[config.mk]
export PLATFORM = sky130hd
export DESIGN_NAME = reg_file_sb
export DESIGN_NICKNAME = d
export VERILOG_FILES = /design/src/rtl/reg_file_pkg.sv /design/src/rtl/reg_file_sb_cnt.sv /design/src/rtl/reg_file_sb.sv
export SDC_FILE = /design/constraint.sdc
export NUM_CORES = 1
export LEC_CHECK = 0
export ABC_AREA = 1
export CAP_MARGIN = 20
export CORE_MARGIN = 2
export CORE_UTILIZATION = 40
export CTS_CLUSTER_SIZE = 8
export DETAILED_ROUTE_END_ITERATION = 8
export PLACE_DENSITY_LB_ADDON = 0.08
export SYNTH_ARGS = -nofsm -noshare
export SYNTH_HDL_FRONTEND = slang
export SYNTH_SLANG_ARGS = --single-unit
export TNS_END_PERCENT = 10
[constraint.sdc]
create_clock -name clk -period 1.32 [get_ports clk]
set_input_delay 0.132 -clock clk [delete_from_list [all_inputs] [get_ports clk]]
set_output_delay 0.132 -clock clk [all_outputs]
set_load 0.005 [all_outputs]
[src/rtl/reg_file_pkg.sv]
// Shared defaults for the decode-stage register file and its pending-write scoreboard.
package reg_file_pkg;

    localparam int DATA_W_DEF = 32;
    localparam int ADDR_W_DEF = 4;
    localparam int N_READ_DEF = 2;
    localparam int PC_REG_DEF = 15;
    localparam int PC_INC_DEF = 4;
    localparam int CNT_W_DEF  = 2;

    // Largest number of in-flight writes one register can track.
    localparam int CNT_MAX = (1 << CNT_W_DEF) - 1;

endpackage

[src/rtl/reg_file_sb_cnt.sv]
// One pending-write counter: counts reservations up and writebacks down,
// and never wraps in either direction.
module reg_file_sb_cnt
    import reg_file_pkg::*;
#(
    parameter int CNT_W = CNT_W_DEF
) (
    input  logic             clk,
    input  logic             rst_n,
    input  logic             inc,
    input  logic             dec,
    output logic [CNT_W-1:0] count,
    output logic             atMax
);

    assign atMax = (count == {CNT_W{1'b1}});

    // Simultaneous reserve and release cancel out; otherwise step while in range.
    always_ff @(posedge clk or negedge rst_n) begin
        if (!rst_n) begin
            count <= '0;
        end else if (inc && !dec && !atMax) begin
            count <= count + CNT_W'(1);
        end else if (dec && !inc && (count != '0)) begin
            count <= count - CNT_W'(1);
        end
    end

endmodule

[src/rtl/reg_file_sb.sv]
// Decode-stage register file: N combinational read ports with writeback bypass,
// one write port, a PC shadow register refreshed every cycle, and a per-register
// pending-write scoreboard that drives operand busy flags and the decode stall.
module reg_file_sb
    import reg_file_pkg::*;
#(
    parameter int DATA_W = DATA_W_DEF,
    parameter int ADDR_W = ADDR_W_DEF,
    parameter int N_READ = N_READ_DEF,
    parameter int PC_REG = PC_REG_DEF,
    parameter int PC_INC = PC_INC_DEF,
    parameter int CNT_W  = CNT_W_DEF
) (
    input  logic                       clk,
    input  logic                       rst_n,
    input  logic [DATA_W-1:0]          pc,
    input  logic                       we,
    input  logic [ADDR_W-1:0]          waddr,
    input  logic [DATA_W-1:0]          wdata,
    input  logic [N_READ-1:0]          rd_en,
    input  logic [N_READ*ADDR_W-1:0]   rd_addr,
    output logic [N_READ*DATA_W-1:0]   rd_data,
    output logic [N_READ-1:0]          rd_busy,
    input  logic                       rsv_valid,
    input  logic [ADDR_W-1:0]          rsv_addr,
    output logic                       rsv_ready,
    output logic                       stall
);

    localparam int DEPTH = 2 ** ADDR_W;
    localparam logic [ADDR_W-1:0] PC_ADDR = ADDR_W'(PC_REG);

    logic [DATA_W-1:0] regs   [DEPTH];
    logic [CNT_W-1:0]  cnt    [DEPTH];
    logic [DEPTH-1:0]  atMax;
    logic [DEPTH-1:0]  incVec;
    logic [DEPTH-1:0]  decVec;
    logic [DATA_W-1:0] pcNext;
    logic              rsvGrant;

    assign pcNext = pc + DATA_W'(PC_INC);

    // A full register can still be reserved when the same cycle retires one of
    // its producers; every write to a full register is a tracked release.
    assign rsv_ready = !atMax[rsv_addr] || (we && (waddr == rsv_addr));
    assign rsvGrant  = rsv_valid && rsv_ready;

    // Storage: PC shadow refreshes every cycle, a writeback to it takes priority.
    always_ff @(posedge clk or negedge rst_n) begin
        if (!rst_n) begin
            for (int i = 0; i < DEPTH; i++) begin
                regs[i] <= '0;
            end
        end else begin
            regs[PC_ADDR] <= pcNext;
            if (we) begin
                regs[waddr] <= wdata;
            end
        end
    end

    for (genvar r = 0; r < DEPTH; r++) begin : gCnt
        // Writes to a register with nothing pending are untracked and leave it at zero.
        assign incVec[r] = rsvGrant && (rsv_addr == ADDR_W'(r));
        assign decVec[r] = we && (waddr == ADDR_W'(r)) && (cnt[r] != '0);

        reg_file_sb_cnt #(
            .CNT_W (CNT_W)
        ) uCnt (
            .clk   (clk),
            .rst_n (rst_n),
            .inc   (incVec[r]),
            .dec   (decVec[r]),
            .count (cnt[r]),
            .atMax (atMax[r])
        );
    end

    for (genvar g = 0; g < N_READ; g++) begin : gRead
        logic [ADDR_W-1:0] addr;
        logic              hit;

        assign addr = rd_addr[g*ADDR_W +: ADDR_W];
        assign hit  = we && (waddr == addr);

        assign rd_data[g*DATA_W +: DATA_W] = hit ? wdata : regs[addr];
        // The last outstanding producer writing back this cycle is forwarded, so not busy.
        assign rd_busy[g] = (cnt[addr] != '0) && !(hit && (cnt[addr] == CNT_W'(1)));
    end

    assign stall = (|(rd_en & rd_busy)) | (rsv_valid & !rsv_ready);

endmodule

* After elaboration in Yosys (flattened, before gate mapping)
Cells that the tools add are included.
** Word-level totals
- Word-level logic and storage cells :: 390
- Output and inout bits :: 68
- Register bits :: 544
** Cells by class
- Reduce and logical (&&, ||, !) cells :: 211
- $lt $le $gt $ge :: 5
- Bitwise operators :: 6
- Eq/ne operators :: 51
- Mux-type cells :: 52
- $add $sub $neg :: 33
** Operator list (number)
- $bwmux 512 :: 1
- $bmux 32 s4 :: 2
- $mux 32 :: 8
- $demux 32 s4 :: 1
- $logic_and 1x1->1 :: 121
- $mux 2 :: 36
- $reduce_bool 2->1 :: 34
- $eq 4x4->1 const B :: 16
- $logic_not 1->1 :: 52
- $add 2x1->2 const B :: 16
- $add 32x3->32 const B :: 1
- $eq 2x2->1 const B :: 16
- $eq 4x3->1 const B :: 8
- $sub 2x1->2 const B :: 16
- $bmux 2 s4 :: 2
- $eq 4x2->1 const B :: 4
- $ge 5x5->1 const B :: 3
- $not 4->5 :: 3
- $eq 4x4->1 :: 3
- $eq 4x1->1 const B :: 2
- $logic_not 4->1 :: 2
- $lt 4x5->1 const B :: 1
- $lt 5x1->1 const B :: 1
- $bmux 1 s4 :: 1
- 7 further kinds :: 8

* Depth between registers and ports, before layout
Gate-level depths: netlist of run 1.
- Depth in word-level cells :: 12
- Depth in mapped cells :: 12

* Modules after synthesis
Synthesis of run 1 repeated with hierarchy kept, for this count alone.
** Second synthesis, totals
- Cells, all modules :: 4936
- Area, all modules :: 32597.5 µm²
** Modules (own cells, without submodules)
- reg_file_sb :: area each 30535.5 µm², instances 1, sequential area each 12812.3 µm², cells each 4584
- reg_file_sb_cnt :: area each 128.9 µm², instances 16, sequential area each 50.0 µm², cells each 22

* Worst setup path after synthesis of run 1
OpenSTA, ideal clock, no wires.
- Path kind :: input-to-reg
- From :: input port pc[2]
- To :: register regs[22] (netlist name)
- Buffers on the path :: 0
- Arrival :: 1351 ps
- Setup time :: 133 ps
- Slack :: -165 ps
- Cell stages on the path :: 10
- Cell sequence :: ha_1 nand2_1 nor3_2 nand3_1 nor2_1 nand2_1 o21ai_0 nand2_1 nand2_1 o21ai_0
** Between the ends
- Longest elaborated chain between the ends :: 3
** RTL lines
- from (decl) :: line reg_file_sb.sv:16 : input logic [DATA_W-1:0] pc,
- $add 32x3->32 (*) :: line reg_file_sb.sv:41 : assign pcNext = pc + DATA_W'(PC_INC);
- $bwmux 512 :: line reg_file_sb.sv:57 : regs[waddr] <= wdata;
- $mux 32 (*) :: line reg_file_sb.sv:56 : if (we) begin
- to (signal, indexed assignment) :: line reg_file_sb.sv:55 : regs[PC_ADDR] <= pcNext;
- to (signal, indexed assignment) :: line reg_file_sb.sv:57
- to (decl) :: line reg_file_sb.sv:33 : logic [DATA_W-1:0] regs [DEPTH];
Mark *: on every way between the ends. The rest lies on a longest branch, timed or not.
A chain may end at the register's enable or synchronous reset.

* Worst setup path after layout of run 1
- From :: register gCnt[1].uCnt.count[0]
- To :: output port stall
** Between the ends
- Longest elaborated chain between the ends :: 10
- Elaborated cells on any way between the ends :: 26
- Those cells by class :: 3 x eq/ne; 8 x mux; 3 x bitwise; 12 x reduce/logical
** RTL lines
- from (decl) :: line reg_file_sb_cnt.sv:12 : output logic [CNT_W-1:0] count,
- from (signal assigned) :: line reg_file_sb_cnt.sv:23 : count <= count + CNT_W'(1);
- from (signal assigned) :: line reg_file_sb_cnt.sv:25 : count <= count - CNT_W'(1);
- $bmux 2 s4 :: line reg_file_sb.sv:88 : assign rd_busy[g] = (cnt[addr] != '0) && !(hit && (cnt[addr] == CNT_W'(1)));
- $mux 2 (implied by the code) (2 in series) :: line reg_file_sb.sv:88
- $eq 2x1->1 :: line reg_file_sb.sv:88
- $logic_and 1x1->1 :: line reg_file_sb.sv:88
- $logic_not 1->1 :: line reg_file_sb.sv:88
- $logic_and 1x1->1 :: line reg_file_sb.sv:88
- $and 2x2->2 :: line reg_file_sb.sv:91 : assign stall = (|(rd_en & rd_busy)) | (rsv_valid & !rsv_ready);
- $reduce_or 2->1 :: line reg_file_sb.sv:91
- $or 1x1->1 (*) :: line reg_file_sb.sv:91
- to (decl) :: line reg_file_sb.sv:27 : output logic stall
Mark *: on every way between the ends. The rest lies on a longest branch, timed or not. The select of a mux whose other input is x is not followed.

==> results of run 1 <==
-- flip-flops by register name, indices dropped and copies added (netlist names) --
name,cells
regs,512
gCnt.uCnt.count,32
-- what timing repair did --
| action | 4_1_cts | 5_1_grt |
|---|---|---|
| cloned | 0 | 1 |
| pin swaps | 249 | 220 |
| gates resized for setup | 526 | 376 |
| buffers inserted | 63 | 36 |
| endpoints found under the hold margin | 544 | 0 |
| setup endpoints to repair | 505 | 430 |
| hold buffers | 2 | 0 |
-- worst paths after layout --
check                                        endpoint  slack [ns]             startpoint  cells after the start
worst min-delay path                         regs[16]       0.009                 pc[16]                      4
worst min register to register              regs[248]        0.48              regs[248]                      2
worst max register to register  gCnt[3].uCnt.count[0]       -0.48  gCnt[1].uCnt.count[0]                     13
min in group asynchronous                   regs[266]        0.11                  rst_n                      3
worst max-delay path                            stall       -0.86  gCnt[1].uCnt.count[0]                     10
max in group asynchronous                   regs[170]        0.48                  rst_n                      3
-- cells in the mapped netlist (2+ instances only) --
cell,n
buf_1,23
nand3_2,13
nand4_1,24
nand3b_1,2
o211ai_1,11
o221ai_1,164
dfrtp_1,544
inv_1,143
buf_6,2
clkbuf_1,296
o22ai_1,72
o21ai_0,1171
nor3_1,13
nand2_1,878
buf_2,56
clkinv_1,6
nor2_1,612
xor2_1,10
or2_2,8
a21oi_2,5
o21ai_2,5
buf_4,4
a31oi_1,3
a21oi_1,99
o21ai_1,11
nand3_1,130
nor3_2,2
xnor2_1,4
inv_2,7
nand2_4,3
-- cell type report --
cell class                      instances  area (µm²)
Sequential cell                       544       13600
Clock buffer                           86        2040
Multi-Input combinational cell       3246       16400
Timing Repair Buffer                  861        8180
Tap cell                             1040        1300
Inverter                              156         613
Fill cell                            7344       35000
Clock inverter                          3        45.0
-- report_power, final --
| part | internal (mW) | switching [mW] |
|---|---|---|
| Clock | 10.8 | 7.60 |
| Combinational | 7.06 | 7.98 |
| Sequential | 20.1 | 2.83 |
-- metrics by stage --
step | utilization, % | setup TNS (ns)
2_1_floorplan | - | -7.74
3_3_place_gp | 50.0 | -452.95
3_5_place_dp | 50.0 | -447.64
4_1_cts | 53.5 | -71.75
5_1_grt | 54.6 | -71.24
6_report | 54.6 | -58.27
-- cell usage in the layout (no fill, tap or decap), drive strengths merged --
cell type	count
o21ai	1188
nand2	882
buf	774
nor2	612
dfrtp	544
o221ai	164
inv	156
nand3	143
a21oi	104
clkbuf	94
o22ai	72
clkdlybuf4s50	64
nand4	24
nor3	15
o211ai	11
xor2	10
or2	9
dlymetal6s2s	8
dlygate4sd2	5
xnor2	4
a31oi	3
nand3b	2
dlygate4sd3	2
clkinv	2
clkinvlp	1
and3	1
o21bai	1
ha	1
-- routing by layer --
metal | share of wire [%] | vias up | GRT usage, %
met5 | 0 | - | 0
met2 | 45 | 1417 | 51.1
met3 | 7.7 | 249 | 5.46
met1 | 44 | 16300 | 46.4
met4 | 3.5 | 0 | 11.2
li1 | - | 15900 | -
-- cell families (layout without fill, tap and decap cells) --
| logic type | after synthesis | in the layout |
|---|---|---|
| adder cells (fa/ha/maj) | 1 | 1 |
| flip-flops | 544 | 544 |
| buffers and inverters | 537 | 1106 |
| AND/OR/NAND/NOR | 1688 | 1688 |
| XOR/XNOR | 14 | 14 |
| AO/OA/AOI/OAI | 1543 | 1543 |
-- critical path, stage by stage, from the launching register on --
cell and delay (ns):
dfrtp_1 0.40, buf_4 0.15, nand2_4 0.08, nor2_1 0.05
nor2_1 0.09, nand2_1 0.07, nand2_1 0.08, nand2_2 0.07
o211ai_1 0.21, nand3_2 0.09, buf_2 0.14
==> flow_results.xml, run 1 <==
<?xml version="1.0" encoding="UTF-8"?>
<metrics>
  <group name="placement">
    <metric name="placement.io_buffers" unit="">153</metric>
    <metric name="hpwlAfterDp" unit="mm">86.4</metric>
    <metric name="gp_congestion" unit="">0.893</metric>
    <metric name="pre_cts_slack" unit="ns">-1.33</metric>
    <metric name="detailed_place.area" unit="µm²">38600</metric>
    <metric name="place.detailed.instances" unit="">5760</metric>
  </group>
  <group name="sta">
    <metric name="fin_crit_sh" unit="%">165</metric>
    <metric name="fin_hold_ws" unit="ns">0.00894</metric>
    <metric name="number_of_setup_violations_in_the_final_report" unit="">109</metric>
    <metric name="hold_viol" unit="">0</metric>
    <metric name="grt_setup_unrepaired" unit="">yes</metric>
    <metric name="worstMarginPinSlew" unit="ns">0.527</metric>
    <metric name="finClkSkew" unit="ns">0.00907</metric>
    <metric name="finalCriticalPeriod" unit="ns">2.18</metric>
    <metric name="slew_violations" unit="">0</metric>
    <metric name="timing.max_slew.rel_slack" unit="%">64.9</metric>
    <metric name="finalWorstSetupSlack" unit="ns">-0.857</metric>
    <metric name="achievable-frequency" unit="MHz">459</metric>
  </group>
  <group name="synth">
    <metric name="synth_largest_area_cell" unit="">dfrtp_1</metric>
    <metric name="synth-seq-cells" unit="">544</metric>
    <metric name="synth_mux_area_share" unit="%">0</metric>
    <metric name="ys.flop_type" unit="">dfrtp_1</metric>
    <metric name="yosysTopAreaCellShare" unit="%">43.8</metric>
    <metric name="netlist-cell-type-count" unit="">36</metric>
    <metric name="synth_area_leaders" unit="">dfrtp_1 (44%), o21ai_0 (19%), nand2_1 (11%)</metric>
    <metric name="synth_xor_area_share" unit="%">0.394</metric>
    <metric name="synth-seq-area-share" unit="%">43.8</metric>
    <metric name="synth_edf_count" unit="">0</metric>
    <metric name="post_synthesis_share_of_cell_area_spent_on_and_or_nand_and_nor_gates" unit="%">21.6</metric>
    <metric name="synth_adder_area_share" unit="%">0.0402</metric>
    <metric name="ys_warn_count" unit="">0</metric>
    <metric name="syn-mean-instance-area" unit="µm²">7.19</metric>
    <metric name="combinational_family_with_the_most_area_after_synthesis" unit="">compound AO/OA/AOI/OAI gates</metric>
    <metric name="synth_compound_area_share" unit="%">27.4</metric>
    <metric name="netlist_instances" unit="">4327</metric>
    <metric name="mappedNetlistArea" unit="µm²">31100</metric>
    <metric name="postSynthNetCount" unit="">4414</metric>
    <metric name="synthArstFlopShare" unit="%">100</metric>
  </group>
  <group name="floorplan">
    <metric name="die-area" unit="µm²">80000</metric>
    <metric name="floorplan.core_area" unit="µm²">77200</metric>
    <metric name="num_rows" unit="">102</metric>
    <metric name="die_w" unit="µm">283</metric>
    <metric name="starting_density_of_the_core" unit="%">40.3</metric>
    <metric name="die_h" unit="µm">283</metric>
    <metric name="floorplan.io_pins" unit="">154</metric>
  </group>
  <group name="global_routing">
    <metric name="grt_pass1_vias" unit="">31900</metric>
    <metric name="grt_usage" unit="%">32.8</metric>
    <metric name="grt.overflow.total" unit="">0</metric>
    <metric name="grt_pass1_wl" unit="mm">199</metric>
    <metric name="antenna_found_initial" unit="">0</metric>
    <metric name="pin_count_of_the_biggest_net_entering_global_routing" unit="">81</metric>
  </group>
  <group name="routing">
    <metric name="dr.pass1.iters" unit="">7</metric>
    <metric name="detail_route.wl_per_cell" unit="µm">22.3</metric>
    <metric name="finalWirelength" unit="mm">132</metric>
    <metric name="antenna_left" unit="">0</metric>
    <metric name="drt-initial-drc-count" unit="">3546</metric>
    <metric name="drc_violations_left" unit="">0</metric>
    <metric name="route.vias.total" unit="">33900</metric>
    <metric name="post_drt_via_cell_ratio" unit="">5.71</metric>
  </group>
  <group name="final_layout">
    <metric name="antenna_cell_count" unit="">0</metric>
    <metric name="design.final.nets" unit="">4974</metric>
    <metric name="drive_gt1_share" unit="%">23.8</metric>
    <metric name="final-instance-count-excl-fill" unit="">5936</metric>
    <metric name="areaGrowthSynthToFinish" unit="%">35.6</metric>
    <metric name="postLayoutCellArea" unit="µm²">42200</metric>
  </group>
  <group name="clock_network">
    <metric name="clk_latency" unit="ns">0.62</metric>
    <metric name="cts.reportedPaths.clkPinSlew" unit="ns">0.05</metric>
    <metric name="cts_buffers" unit="">78</metric>
    <metric name="clock-sinks" unit="">544</metric>
    <metric name="cts_max_path_buffers" unit="">3</metric>
    <metric name="cts_tree" unit="">built</metric>
    <metric name="ctsHtreeMaxLevel" unit="">3</metric>
    <metric name="ctsRootBufferMaster" unit="">clkbuf_16</metric>
  </group>
  <group name="worst_setup_path">
    <metric name="worst_ep_arrival_time" unit="ns">2.04</metric>
    <metric name="critical_path_class" unit="">reg -&gt; out</metric>
    <metric name="start_kind" unit="">flip-flop</metric>
    <metric name="critPathRequiredTime" unit="ns">1.19</metric>
    <metric name="endpoint_kind" unit="">output pin</metric>
    <metric name="critPathMaxFanout" unit="">3</metric>
  </group>
  <group name="power_and_ir_drop">
    <metric name="cellLeakagePower" unit="nW">19.3</metric>
    <metric name="vdd.ir_drop.worst" unit="µV">938</metric>
    <metric name="final_power" unit="mW">56.4</metric>
    <metric name="power_density" unit="nW/µm²">1340</metric>
  </group>
  <group name="job">
    <metric name="max_cap_violations" unit="">0</metric>
  </group>
  <group name="hold_path">
    <metric name="hold_class" unit="">in -&gt; reg</metric>
  </group>
  <group name="run_status">
    <metric name="outcome" unit="">finished, violations left</metric>
    <metric name="violations_in_the_final_reports" unit="">setup timing</metric>
  </group>
</metrics>
No activity file was read; power rests on OpenSTA's default activity.
==> inputs of run 2 (changes only) <==
--- a/config.mk
+++ b/config.mk
@@ -7,11 +7,10 @@
 export LEC_CHECK = 0
 export ABC_AREA = 1
 export CAP_MARGIN = 20
-export CORE_MARGIN = 2
 export CORE_UTILIZATION = 40
 export CTS_CLUSTER_SIZE = 8
 export DETAILED_ROUTE_END_ITERATION = 8
-export PLACE_DENSITY_LB_ADDON = 0.08
+export PLACE_DENSITY = 0.58
 export SYNTH_ARGS = -nofsm -noshare
 export SYNTH_HDL_FRONTEND = slang
 export SYNTH_SLANG_ARGS = --single-unit
==> run 2 against run 1 <==
Worst hold slack got worse by 0.0068 ns. Utilization decreased by 0.21 points. Fmax increased by 1.2%. The flow still finishes with violations (setup timing). Global-route usage decreased by 0.29 points. Largest power group unchanged. Largest cell class unchanged.
==> flow_results.xml, run 2 (synthesized netlist as in run 1, its figures left out) <==
<?xml version="1.0" encoding="UTF-8"?>
<metrics>
  <group name="run_status">
    <metric name="outcome" unit="">finished, violations left</metric>
    <metric name="violations_in_the_final_reports" unit="">setup timing</metric>
  </group>
  <group name="sta">
    <metric name="finalCriticalPeriod" unit="ns">2.15</metric>
    <metric name="hold_viol" unit="">0</metric>
    <metric name="finalWorstSetupSlack" unit="ns">-0.831</metric>
    <metric name="finClkSkew" unit="ns">0.00906</metric>
    <metric name="number_of_setup_violations_in_the_final_report" unit="">107</metric>
    <metric name="slew_violations" unit="">0</metric>
    <metric name="timing.max_slew.rel_slack" unit="%">69.0</metric>
    <metric name="fin_hold_ws" unit="ns">0.00218</metric>
    <metric name="worstMarginPinSlew" unit="ns">0.465</metric>
    <metric name="achievable-frequency" unit="MHz">465</metric>
    <metric name="grt_setup_unrepaired" unit="">yes</metric>
    <metric name="fin_crit_sh" unit="%">163</metric>
  </group>
  <group name="placement">
    <metric name="gp_congestion" unit="">0.929</metric>
    <metric name="detailed_place.area" unit="µm²">38500</metric>
    <metric name="pre_cts_slack" unit="ns">-1.24</metric>
    <metric name="hpwlAfterDp" unit="mm">85.0</metric>
    <metric name="placement.io_buffers" unit="">153</metric>
  </group>
  <group name="final_layout">
    <metric name="biggestRegsByFlops" unit="">regs (512), gCnt.uCnt.count (32)</metric>
    <metric name="areaGrowthSynthToFinish" unit="%">33.8</metric>
    <metric name="layout.cells.most_common" unit="">o21ai_0</metric>
    <metric name="max_flop_register" unit="">regs</metric>
    <metric name="flip_flop_count_of_the_largest_register_all_copies_and_words_added" unit="">512</metric>
    <metric name="antenna_cell_count" unit="">0</metric>
    <metric name="design.final.nets" unit="">4908</metric>
    <metric name="drive_gt1_share" unit="%">21.9</metric>
    <metric name="final_core_utilization" unit="%">54.4</metric>
    <metric name="postLayoutCellArea" unit="µm²">41600</metric>
    <metric name="layout.cells.most_common_list" unit="">o21ai_0 (838), nand2_1 (832), nor2_1 (589)</metric>
  </group>
  <group name="global_routing">
    <metric name="grt_usage" unit="%">32.5</metric>
    <metric name="grt.met3_usage" unit="%">5.23</metric>
    <metric name="gr-usage-met2" unit="%">50.3</metric>
    <metric name="grtUsageMet1" unit="%">44.5</metric>
    <metric name="grt_pass1_wl" unit="mm">196</metric>
    <metric name="grt.overflow.total" unit="">0</metric>
    <metric name="grt_pass1_vias" unit="">32300</metric>
    <metric name="antenna_found_initial" unit="">4</metric>
    <metric name="busiest_layer" unit="">met2</metric>
    <metric name="pin_count_of_the_biggest_net_entering_global_routing" unit="">78</metric>
  </group>
  <group name="worst_setup_path">
    <metric name="rr_startpoint" unit="">gCnt[6].uCnt.count[1]</metric>
    <metric name="endpoint_kind" unit="">output pin</metric>
    <metric name="slowest_delay" unit="ns">0.42</metric>
    <metric name="worst_ep_arrival_time" unit="ns">2.02</metric>
    <metric name="r2r.worst_path.cells" unit="">14</metric>
    <metric name="critPathRequiredTime" unit="ns">1.19</metric>
    <metric name="ff2ff_setup_slack" unit="ns">-0.51</metric>
    <metric name="crit_slowest_cell" unit="">dfrtp_1</metric>
    <metric name="crit_path_cell_chain" unit="">buf_6, nand2_2, nor2_1, nor2_1, nand2_1, nand2_1, nand2_2, o211ai_1, nand3_1, buf_2</metric>
    <metric name="critPathMaxFanout" unit="">3</metric>
    <metric name="critical_path_class" unit="">reg -&gt; out</metric>
    <metric name="r2r-end" unit="">gCnt[13].uCnt.count[0]</metric>
    <metric name="start_kind" unit="">flip-flop</metric>
  </group>
  <group name="floorplan">
    <metric name="num_rows" unit="">101</metric>
    <metric name="die_h" unit="µm">281</metric>
    <metric name="die_w" unit="µm">281</metric>
    <metric name="die-area" unit="µm²">78900</metric>
    <metric name="floorplan.core_area" unit="µm²">76500</metric>
    <metric name="starting_density_of_the_core" unit="%">40.7</metric>
    <metric name="floorplan.io_pins" unit="">154</metric>
  </group>
  <group name="clock_network">
    <metric name="cts.reportedPaths.clkPinSlew" unit="ns">0.05</metric>
    <metric name="cts_tree" unit="">built</metric>
    <metric name="ctsRootBufferMaster" unit="">clkbuf_16</metric>
    <metric name="clock-sinks" unit="">544</metric>
    <metric name="cts_max_path_buffers" unit="">3</metric>
    <metric name="ctsHtreeMaxLevel" unit="">3</metric>
    <metric name="cts_buffers" unit="">79</metric>
    <metric name="clk_latency" unit="ns">0.62</metric>
  </group>
  <group name="routing">
    <metric name="antenna_left" unit="">0</metric>
    <metric name="finalWirelength" unit="mm">128</metric>
    <metric name="dr.pass1.iters" unit="">8</metric>
    <metric name="drt-initial-drc-count" unit="">3784</metric>
    <metric name="drc_violations_left" unit="">0</metric>
    <metric name="post_drt_via_cell_ratio" unit="">5.80</metric>
    <metric name="detail_route.wl_per_cell" unit="µm">21.9</metric>
    <metric name="route.vias.total" unit="">34000</metric>
  </group>
  <group name="hold_path">
    <metric name="holdPathStages" unit="">3</metric>
    <metric name="hold-path-endpoint" unit="">regs[2]</metric>
    <metric name="hold_start" unit="">pc[2]</metric>
    <metric name="hold_class" unit="">in -&gt; reg</metric>
  </group>
  <group name="job">
    <metric name="max_cap_violations" unit="">0</metric>
  </group>
  <group name="power_and_ir_drop">
    <metric name="vdd.ir_drop.worst" unit="µV">876</metric>
    <metric name="power_density" unit="nW/µm²">1340</metric>
    <metric name="cellLeakagePower" unit="nW">19.0</metric>
  </group>
</metrics>
run 2: metal layers:
layer | vias up | routed length [µm]
met1 | 16200 | 54400
met4 | 6 | 5800
met2 | 1672 | 57600
met3 | 338 | 10500
met5 | - | 38
li1 | 15800 | -
run 2: where the power goes:
group	internal [mW]	switching [mW]	total, mW
clock network	10.9	7.55	18.4
logic	6.54	7.80	14.3
registers	20.1	2.75	22.8
run 2: worst max path at each step:
stage	from	depth (start not counted)	to	slack, ns
floorplan	gCnt[2].uCnt.count[1]	11	gCnt[2].uCnt.count[0]	-0.12
global placement	we	9	rd_data[11]	-1.23
detailed placement	waddr[2]	10	rd_data[5]	-1.24
CTS	gCnt[6].uCnt.count[1]	10	stall	-0.86
global route	gCnt[6].uCnt.count[1]	10	stall	-0.95
finish	gCnt[6].uCnt.count[1]	10	stall	-0.83
run 2: what timing repair did:
action,CTS,global route
gates resized for setup,519,313
endpoints found under the hold margin,544,0
setup buffers,42,26
hold buffers,2,0
endpoints found under the setup margin,384,385
pin swaps,233,190
run 2: layout make-up:
class                           instances  area (µm²)
Sequential cell                       544       13600
Clock buffer                           87        2060
Clock inverter                          5        51.3
Fill cell                            7247       34900
Inverter                              156         623
Multi-Input combinational cell       3246       16200
Tap cell                             1030        1290
Timing Repair Buffer                  794        7760
run 2: critical path: cells and delay by family, from the launching register on:
kind | cells | cell delay, ns
compound gates | 1 | 0.26
flops | 1 | 0.42
buf+inv | 2 | 0.28
simple gates | 7 | 0.44
run 2: metrics by stage:
stage	cells	power, mW	TNS (ns)
6_report	5862	55.6	-59.12
5_1_grt	5862	58.6	-70.42
3_3_place_gp	5711	35.8	-424.38
4_1_cts	5838	55.0	-64.50
2_1_floorplan	4327	29.4	-7.74
3_5_place_dp	5711	36.1	-439.82
